<file path="config.mk">
export PLATFORM = sky130hd
export DESIGN_NAME = bird_sprite_renderer
export DESIGN_NICKNAME = d
export VERILOG_FILES = /design/src/rtl/bird_gfx_pkg.sv /design/src/rtl/bird_sprite_rom.sv /design/src/rtl/bird_sprite_renderer.sv
export SDC_FILE = /design/constraint.sdc
export NUM_CORES = 1
export LEC_CHECK = 0
export ABC_CLOCK_PERIOD_IN_PS = 18300
export CAP_MARGIN = 0
export CORE_MARGIN = 2
export CORE_UTILIZATION = 40
export CTS_CLUSTER_DIAMETER = 50
export CTS_CLUSTER_SIZE = 24
export DETAILED_ROUTE_END_ITERATION = 10
export GPL_TIMING_DRIVEN = 0
export SETUP_SLACK_MARGIN = 0.4
export SLEW_MARGIN = 20
export SYNTH_ARGS = -nofsm -noshare
export SYNTH_HDL_FRONTEND = slang
export SYNTH_HIERARCHICAL = 1
export SYNTH_SLANG_ARGS = --single-unit
</file>
<file path="constraint.sdc">
create_clock -name clock -period 18.3 [get_ports clock]
set_clock_uncertainty 0.05 [all_clocks]
set_input_delay 5.49 -clock clock [delete_from_list [all_inputs] [get_ports clock]]
set_output_delay 5.49 -clock clock [all_outputs]
set_load 0.05 [all_outputs]
</file>
<file path="src/rtl/bird_gfx_pkg.sv">
// Shared graphics definitions for the bird sprite: palette index type,
// 24-bit RGB constants per palette entry, and the procedural sprite art
// used as the ROM image.
package bird_gfx_pkg;

  typedef enum logic [2:0] {
    TRANSPARENT = 3'd0,
    BLACK       = 3'd1,
    RED         = 3'd2,
    ORANGE      = 3'd3,
    YELLOW      = 3'd4,
    WHITE       = 3'd5
  } color_t;

  localparam logic [23:0] RGB_BLACK  = 24'h000000;
  localparam logic [23:0] RGB_RED    = 24'hFF0000;
  localparam logic [23:0] RGB_ORANGE = 24'hFF8000;
  localparam logic [23:0] RGB_YELLOW = 24'hFFFF00;
  localparam logic [23:0] RGB_WHITE  = 24'hFFFFFF;

  function automatic logic [23:0] palette_rgb(input color_t c);
    case (c)
      BLACK:   return RGB_BLACK;
      RED:     return RGB_RED;
      ORANGE:  return RGB_ORANGE;
      YELLOW:  return RGB_YELLOW;
      WHITE:   return RGB_WHITE;
      default: return 24'h000000;
    endcase
  endfunction

  // Sprite image: yellow body, white eye with black pupil, orange beak,
  // and a white wing whose rows move down by two per animation frame.
  // Row 0 and the outer columns are transparent.
  function automatic color_t bird_pixel(input int unsigned frame,
                                        input int unsigned r,
                                        input int unsigned c,
                                        input int unsigned w,
                                        input int unsigned h);
    if (r == 0 || c == 0 || c == w - 1)                          return TRANSPARENT;
    if (r == 3 && c == w - 6)                                    return WHITE;
    if (r == 3 && c == w - 5)                                    return BLACK;
    if (r >= h / 2 - 1 && r <= h / 2 && c >= w - 3 && c <= w - 2) return ORANGE;
    if (r >= 3 + 2 * frame && r <= 4 + 2 * frame && c >= 3 && c <= 7) return WHITE;
    if (c >= 1 && c <= w - 4)                                    return YELLOW;
    return TRANSPARENT;
  endfunction

endpackage

</file>
<file path="src/rtl/bird_sprite_rom.sv">
// Sprite palette-index ROM, NUM_FRAMES*SPR_W*SPR_H entries of 3 bits.
// Ports: clock/reset (sync, active high), addr (linear frame/row/col
// address), idx (registered palette index, one-cycle read latency).
module bird_sprite_rom
  import bird_gfx_pkg::*;
#(
  parameter int SPR_W      = 18,
  parameter int SPR_H      = 12,
  parameter int NUM_FRAMES = 3,
  parameter int ADDR_W     = 10
) (
  input  logic              clock,
  input  logic              reset,
  input  logic [ADDR_W-1:0] addr,
  output logic [2:0]        idx
);

  localparam int DEPTH = NUM_FRAMES * SPR_W * SPR_H;

  logic [2:0] rom_mem [DEPTH];
  logic [2:0] idx_d, idx_q;

  // The init image is elaborated from the package art function so the
  // table stays constant and maps onto a ROM.
  for (genvar f = 0; f < NUM_FRAMES; f++) begin : g_frame
    for (genvar r = 0; r < SPR_H; r++) begin : g_row
      for (genvar c = 0; c < SPR_W; c++) begin : g_col
        assign rom_mem[f*SPR_W*SPR_H + r*SPR_W + c] =
          bird_pixel(f, r, c, SPR_W, SPR_H);
      end
    end
  end

  always_comb begin
    idx_d = '0;
    if (int'(addr) < DEPTH) idx_d = rom_mem[addr];
  end

  always_ff @(posedge clock) begin
    if (reset) idx_q <= '0;
    else       idx_q <= idx_d;
  end

  assign idx = idx_q;

endmodule

</file>
<file path="src/rtl/bird_sprite_renderer.sv">
// Composites an animated bird sprite over a VGA background stream.
// Ports: clock/reset (sync, active high); row/col current VGA position;
// bird_y anchor row (latched on frame_start); flapping/dead animation
// controls; bg_* background colour; red/green/blue composited output
// and bird_px opaque-bird flag, both 2 cycles after row/col/bg_*.
module bird_sprite_renderer
  import bird_gfx_pkg::*;
#(
  parameter int SPR_W       = 18,
  parameter int SPR_H       = 12,
  parameter int BIRD_X      = 320,
  parameter int NUM_FRAMES  = 3,
  parameter int FLAP_PERIOD = 6,
  parameter int INIT_Y      = 240
) (
  input  logic       clock,
  input  logic       reset,
  input  logic [9:0] row,
  input  logic [9:0] col,
  input  logic [9:0] bird_y,
  input  logic       frame_start,
  input  logic       flapping,
  input  logic       dead,
  input  logic [7:0] bg_red,
  input  logic [7:0] bg_green,
  input  logic [7:0] bg_blue,
  output logic [7:0] red,
  output logic [7:0] green,
  output logic [7:0] blue,
  output logic       bird_px
);

  localparam int DEPTH = NUM_FRAMES * SPR_W * SPR_H;
  localparam int AW    = (DEPTH > 1) ? $clog2(DEPTH) : 1;
  localparam int AN_W  = (NUM_FRAMES > 1) ? $clog2(NUM_FRAMES) : 1;
  localparam int FC_W  = (FLAP_PERIOD > 1) ? $clog2(FLAP_PERIOD) : 1;

  localparam logic signed [11:0] HALF_H = 12'(SPR_H / 2);
  localparam logic signed [11:0] H_S    = 12'(SPR_H);
  localparam logic signed [11:0] W_S    = 12'(SPR_W);
  localparam logic signed [11:0] LEFT_S = 12'(BIRD_X - SPR_W / 2);

  logic [9:0]      y_d, y_q;
  logic [FC_W-1:0] flap_cnt_d, flap_cnt_q;
  logic [AN_W-1:0] anim_d, anim_q, anim_eff;

  logic signed [11:0] row_s, col_s, top_s;
  logic [11:0]        dr, dc;
  logic               in_win_d, in_win_q;
  logic [AW-1:0]      rom_addr;
  logic [2:0]         rom_idx;
  logic [23:0]        bg_d, bg_q;
  logic               dead_s_d, dead_s_q;

  color_t      pix_idx;
  logic        opaque;
  logic [23:0] rgb;
  logic [23:0] pix_d, pix_q;
  logic        bird_px_d, bird_px_q;

  // Frame-synchronous state: position and animation step.
  always_comb begin
    y_d        = frame_start ? bird_y : y_q;
    flap_cnt_d = flap_cnt_q;
    anim_d     = anim_q;
    if (dead) begin
      flap_cnt_d = '0;
      anim_d     = '0;
    end else if (flapping && frame_start) begin
      if (flap_cnt_q == FC_W'(FLAP_PERIOD - 1)) begin
        flap_cnt_d = '0;
        anim_d     = (anim_q == AN_W'(NUM_FRAMES - 1)) ? '0 : anim_q + 1'b1;
      end else begin
        flap_cnt_d = flap_cnt_q + 1'b1;
      end
    end
  end

  // Stage 1: window test in signed arithmetic so a sprite above row 0 clips
  // instead of wrapping; the address feeds the ROM's registered read.
  always_comb begin
    anim_eff = dead ? '0 : anim_q;
    row_s    = $signed({2'b00, row});
    col_s    = $signed({2'b00, col});
    top_s    = $signed({2'b00, y_q}) - HALF_H;
    in_win_d = (row_s >= top_s) && (row_s < top_s + H_S) &&
               (col_s >= LEFT_S) && (col_s < LEFT_S + W_S);
    dr       = row_s - top_s;
    dc       = col_s - LEFT_S;
    rom_addr = in_win_d ? AW'(32'(anim_eff) * 32'(SPR_W * SPR_H) +
                              32'(dr) * 32'(SPR_W) + 32'(dc))
                        : '0;
    bg_d     = {bg_red, bg_green, bg_blue};
    dead_s_d = dead;
  end

  bird_sprite_rom #(
    .SPR_W      (SPR_W),
    .SPR_H      (SPR_H),
    .NUM_FRAMES (NUM_FRAMES),
    .ADDR_W     (AW)
  ) u_rom (
    .clock (clock),
    .reset (reset),
    .addr  (rom_addr),
    .idx   (rom_idx)
  );

  // Stage 2: palette lookup, dead tint, composite over background.
  always_comb begin
    pix_idx = color_t'(rom_idx);
    opaque  = in_win_q && (pix_idx != TRANSPARENT);
    rgb     = palette_rgb(pix_idx);
    if (dead_s_q) rgb = {rgb[23:16], 1'b0, rgb[15:9], 1'b0, rgb[7:1]};
    pix_d     = opaque ? rgb : bg_q;
    bird_px_d = opaque;
  end

  always_ff @(posedge clock) begin
    if (reset) begin
      y_q        <= 10'(INIT_Y);
      flap_cnt_q <= '0;
      anim_q     <= '0;
      in_win_q   <= 1'b0;
      bg_q       <= '0;
      dead_s_q   <= 1'b0;
      pix_q      <= '0;
      bird_px_q  <= 1'b0;
    end else begin
      y_q        <= y_d;
      flap_cnt_q <= flap_cnt_d;
      anim_q     <= anim_d;
      in_win_q   <= in_win_d;
      bg_q       <= bg_d;
      dead_s_q   <= dead_s_d;
      pix_q      <= pix_d;
      bird_px_q  <= bird_px_d;
    end
  end

  assign red     = pix_q[23:16];
  assign green   = pix_q[15:8];
  assign blue    = pix_q[7:0];
  assign bird_px = bird_px_q;

endmodule

</file>
After elaboration in Yosys (flattened, before gate mapping). Memory sizes are Yosys's and may differ from the RTL's. A register that Yosys moved wholly into a read port is not among the register bits. Index checks and enable logic that the tools add are counted.

Add/subtract/negate cells: 8. $mul: 2. Reduce and logical (&&, ||, !) cells: 9. Equal/unequal tests: 6. Muxes and demuxes: 7. Order comparisons: 5. Bitwise logic cells: 2.

Operators by type and width (count): 24-bit case mux with 4 select lines (1); 24-bit two-way mux (1); 10-bit adder (2); 16-bit two-way mux (1); 11-bit by 5-bit adder with 12-bit output, second input constant (1); 11-bit by 12-bit < comparator with 1-bit output (1); 12-bit by 4-bit multiplier with 9-bit output, second input constant (1); 11-bit by 11-bit subtractor with 12-bit output (1); 11-bit >= comparator (1); 10-bit NOT with 11-bit output (1); 10-bit by 3-bit subtractor with 11-bit output, second input constant (1); 10-bit by 9-bit >= comparator with 1-bit output, second input constant (1); 10-bit < comparator, second input constant (1); 10-bit by 9-bit < comparator with 1-bit output, second input constant (1); 10-bit two-way mux (1); 10-bit by 9-bit subtractor with 10-bit output, second input constant (1); 3-bit equality test, second input constant (3); 2-bit by 5-bit multiplier with 7-bit output, second input constant (1); 3-bit by 2-bit equality test with 1-bit output, second input constant (2); 1-bit logical AND (5); 2-bit two-way mux (2); 2-bit OR reduction (2); 3-bit by 1-bit adder with 3-bit output, second input constant (1); 3-bit two-way mux (1); 5 further kinds (5).

Bits in registers: 66. Logic and storage cells: 48. Memory bits (read-only): 3072. Input bits: 59. Output and inout bits: 25. Memories kept: 1.

Memories: (no name shown) (words 1024, width 3, rd ports 1, clocked after memory_dff 1, write ports 0, RTL line bird_sprite_rom.sv:36) `if (int'(addr) < DEPTH) idx_d = rom_mem[addr];`.

Logic depth before layout (Yosys ltp).
Word-level depth: 10. Mapped depth: 27.

By module. The synthesis kept the hierarchy.

By module, submodules not included: bird_sprite_renderer (area each 4108.9 µm², seq. area each 1321.3 µm², instances 1, cells an instance 445); bird_sprite_rom (area each 1132.3 µm², seq. area each 60.1 µm², instances 1, cells an instance 157).

Worst setup path after synthesis. No wires, ideal clock.

Path kind: input to register. Start: input port row[1]. End: register u_rom.idx_q[1] (netlist: u_rom/idx[1]). Stages on the path: 25. Arrival: 10.490 ns. Slack: 7.645 ns. Path buffers: 0. Data required time: 18.136 ns. Path through: ha_1 > nor2b_1 > o311a_1 > o31ai_1 > nand2_1 > maj3_1 > a21oi_1 > xnor2_1 > ha_1 > ha_1 > xor2_1 > fa_1 > inv_1 > ha_1 > xnor2_1 > xnor2_1 > xnor2_1 > xnor2_1 > or3_1 > nand4_1 > nor4b_2 > nand2_1 > nor3_1 > a41oi_1 > a2111oi_0.

Cells in the longest elaborated chain, start to end: 8. Elaborated cells on any way between the ends: 14. Classes of those cells: 3 x add/sub; 1 x mul; 3 x order compare; 1 x mux; 2 x bitwise; 4 x reduce/logical.

Ends and longest elaborated chain: start, declared (RTL line bird_sprite_renderer.sv:18) `input logic [9:0] row,`; 11-bit by 11-bit subtractor with 12-bit output (tied with other cells) (RTL line bird_sprite_renderer.sv:88) `dr = row_s - top_s;`; 12-bit by 4-bit multiplier with 9-bit output or 1-bit logical AND (tied branches) (RTL line bird_sprite_renderer.sv:91, bird_sprite_renderer.sv:86); 10-bit adder or 1-bit logical AND (tied branches) (RTL line bird_sprite_renderer.sv:90, bird_sprite_renderer.sv:86); 10-bit adder or 1-bit logical AND (tied branches) (RTL line bird_sprite_renderer.sv:91, bird_sprite_renderer.sv:87); 10-bit two-way mux (*) (RTL line bird_sprite_renderer.sv:90) `rom_addr = in_win_d ? AW'(32'(anim_eff) * 32'(SPR_W * SPR_H) +`; named net rom_addr[9] (RTL line bird_sprite_renderer.sv:50) `logic [AW-1:0] rom_addr;`; 10-bit < comparator (RTL line bird_sprite_rom.sv:36); 1-bit NOT (no source line); 2-bit OR reduction (no source line); end, declared (RTL line bird_sprite_rom.sv:21) `logic [2:0] idx_d, idx_q;`.

Mark *: on every way through the listed nets, which the timed path passes. The rest lies on a longest branch. A chain may end at the register's enable or synchronous reset.

Worst setup path after layout. Same ends and word-level chain as after synthesis.

==> results.toml <==
[layout]
design_area_um2 = 6580
multiInputGateArea_um2 = 3510
syn_to_final_growth_pct = 25.5
fin_nets = 819
final_cell_mix = "83 x clkdlybuf4s50_1, 69 x dfxtp_1, 55 x ha_1"
fillCellCount = 1252
regArea_um2 = 1380
drive_gt1_share_pct = 7.86
layout_commonest_cell = "clkdlybuf4s50_1"
final_util_pct = 51.7
n_antenna_cell = 0

[place]
gp_congestion = 0.915
place_area_um2 = 6290
portBuffers = 83
hpwlAfterDp_um = 10600

[logic_synthesis]
async_flop_share_pct = 0
netlist_instances = 602
ys_warn_count = 6
synth_area_per_cell_um2 = 8.71
synth_nets = 725
synth_edf_count = 0
yosysSeqAreaShare_pct = 26.4
synth_flop_cell = "dfxtp_1"
ys_ff_latch = 69
synth_cell_types = 83
synth.cell_area_um2 = 5240

[routing]
wl_met3_um = 401
vias = 4681
ant_nets = 0
wl_met2_um = 6760
top_layer = "met4"
avgViaCountPerCell = 5.37
totalWireLength_um = 13300
drc = 0
wire_per_inst_um = 15.3
first_pass_iters = 5
drt-met1-wl_um = 5970
drt_iter0_drc = 352

[pwr]
peakVddDrop_mv = 0.0532
power.density_nw_per_um2 = 91.2
total_power_mw = 0.600
p_leak_nw = 2.67

[run_status]
outcome = "finished, final reports clean"

[die]
die_y_um = 118
design.core.area_um2 = 12700
fp.dieW_um = 118
initial_core_util_pct = 41.2
num_rows = 41
dieArea_um2 = 14000
io_pins = 84

[timing]
final.setup.tns_ns = 0
period_share_pct = 62.5
slew_headroom_pct = 53.2
slew_violations = 0
worstMarginPinSlew_ns = 0.697
fmax_ghz = 0.0875
setup_violations = 0
whs_ns = 0.386
rsz0062_at_grt = "no"
min_period_ns = 11.43
hold_violations = 0

[cts]
clock_latency_ns = 0.32
cts_tree = "yes"
root_buffer = "clkbuf_16"
cts_resized = 0
ctsHoldBuffers = 0
h-tree-depth = 3
cts_setup_buffers = 0
cts_made_buffers = 9
cts.sinks = 69
clk_pin_slew_ns = 0.05
clock_path_buffers = 2

[grt]
track_usage_pct = 19.3
grt_pass1_vias = 4654
grt_antenna_before_repair = 0
overflow = 0
grt_max_degree = 12
grt_pass1_wl_um = 22300

[worst_setup_path]
critical_path.startpoint_type = "input pin"
slowest_delay_ns = 0.48
required_ns = 18.45
worstRegToRegCells = 26
critPathKind = "in2reg"
ff2ff_setup_slack_ns = 11.70
slowest_stage = "fa_1"
cp_data_arrival_time_ns = 11.58
crit_fanout = 5
endpoint_kind = "flip-flop"
cpMostUsedCell = "xnor2_1"

[min_path]
hold_depth = 2
hold_class = "reg2reg"

[job]
drv_cap = 0
[power breakdown]
part / total [mW] / switching, mW / internal [mW]
registers: 0.161 / 0.00352 / 0.157
clock network: 0.167 / 0.0588 / 0.108
logic: 0.272 / 0.146 / 0.127
total: 0.600 / 0.208 / 0.392
[cells by family after synthesis]
logic type / after synthesis / share of synthesized area, %
DFF: 69 / 26.4
adders and majority gates: 65 / 16.8
xor gates and xnor gates: 33 / 6.23
and+or+nand+nor: 206 / 22.2
muxes: 12 / 2.34
AOI/OAI and AO/OA: 144 / 19.3
buffers and inverters: 73 / 6.76
[worst max-delay path: cells and delay by family]
kind	cells	cell delay [ns]
adders and majority gates	6	1.94
and+or+nand+nor	7	1.48
AOI/OAI and AO/OA	5	1.22
xor gates and xnor gates	6	0.93
buffers and inverters	2	0.49
[routing by layer]
layer	vias to the layer above	GRT usage [%]
li1	2339	-
met1	2229	23.9
met2	97	34.4
met3	16	3.38
met4	0	5.28
met5	-	0
[synthesized netlist by cell type (all sizes together) (3+ instances only)]
library cell,n,area [µm²]
nor2b,44,278
a21o,6,45.0
buf,20,144
nand3b,4,30.0
xor2,13,114
dfxtp,69,1380
o21bai,3,22.5
nor2,31,116
and2,3,18.8
inv,41,154
a221oi,4,35.0
nor3,27,160
xnor2,20,213
o211ai,4,30.0
clkbuf,12,56.3
fa,9,180
nor4,5,52.6
nand2b,11,68.8
ha,55,688
or2,4,25.0
nor3b,8,70.1
nand3,9,45.0
a211o,10,87.6
a2111oi,7,73.8
a41oi,4,35.0
or3,4,25.0
mux2i,10,100
or4,3,22.5
o21ai,16,80.1
a31oi,6,37.5
o311ai,4,35.0
nand2,43,161
a21oi,48,244
o31ai,4,30.0
[metrics by stage]
stage          std cells  setup WS (ns)
6_report             872           6.87
5_1_grt              872           6.31
4_1_cts              872           6.86
3_5_place_dp         857           6.53
3_3_place_gp         857           6.64
2_1_floorplan        602           7.65
[worst paths after layout]
path | start | to
worst max-delay path | row[1] | u_rom/idx[1]$_SDFF_PP0_
worst min-delay path | bg_q[19]$_SDFF_PP0_ | pix_q[19]$_SDFF_PP0_
worst max register to register | y_q[1]$_SDFFE_PP0P_ | u_rom/idx[1]$_SDFF_PP0_
worst min register to register | bg_q[19]$_SDFF_PP0_ | pix_q[19]$_SDFF_PP0_
[layout make-up]
| cell class | count | area share (%) |
|---|---|---|
| Buffer | 32 | 3.04 |
| Clock buffer | 11 | 3.69 |
| Clock inverter | 4 | 0.742 |
| Inverter | 41 | 2.34 |
| Multi-Input combinational cell | 460 | 53.3 |
| Sequential cell | 69 | 21.0 |
| Tap cell | 172 | 3.27 |
| Timing Repair Buffer | 83 | 12.6 |
[sequential cells by signal (all words and copies together), names as in the netlist]
register and cells:
bg_q 24, pix_q 24, y_q 10, flap_cnt_q 3
u_rom/idx 3, anim_q 2, bird_px 1, dead_s_q 1
in_win_q 1
(Power assumes the default switching activity.)
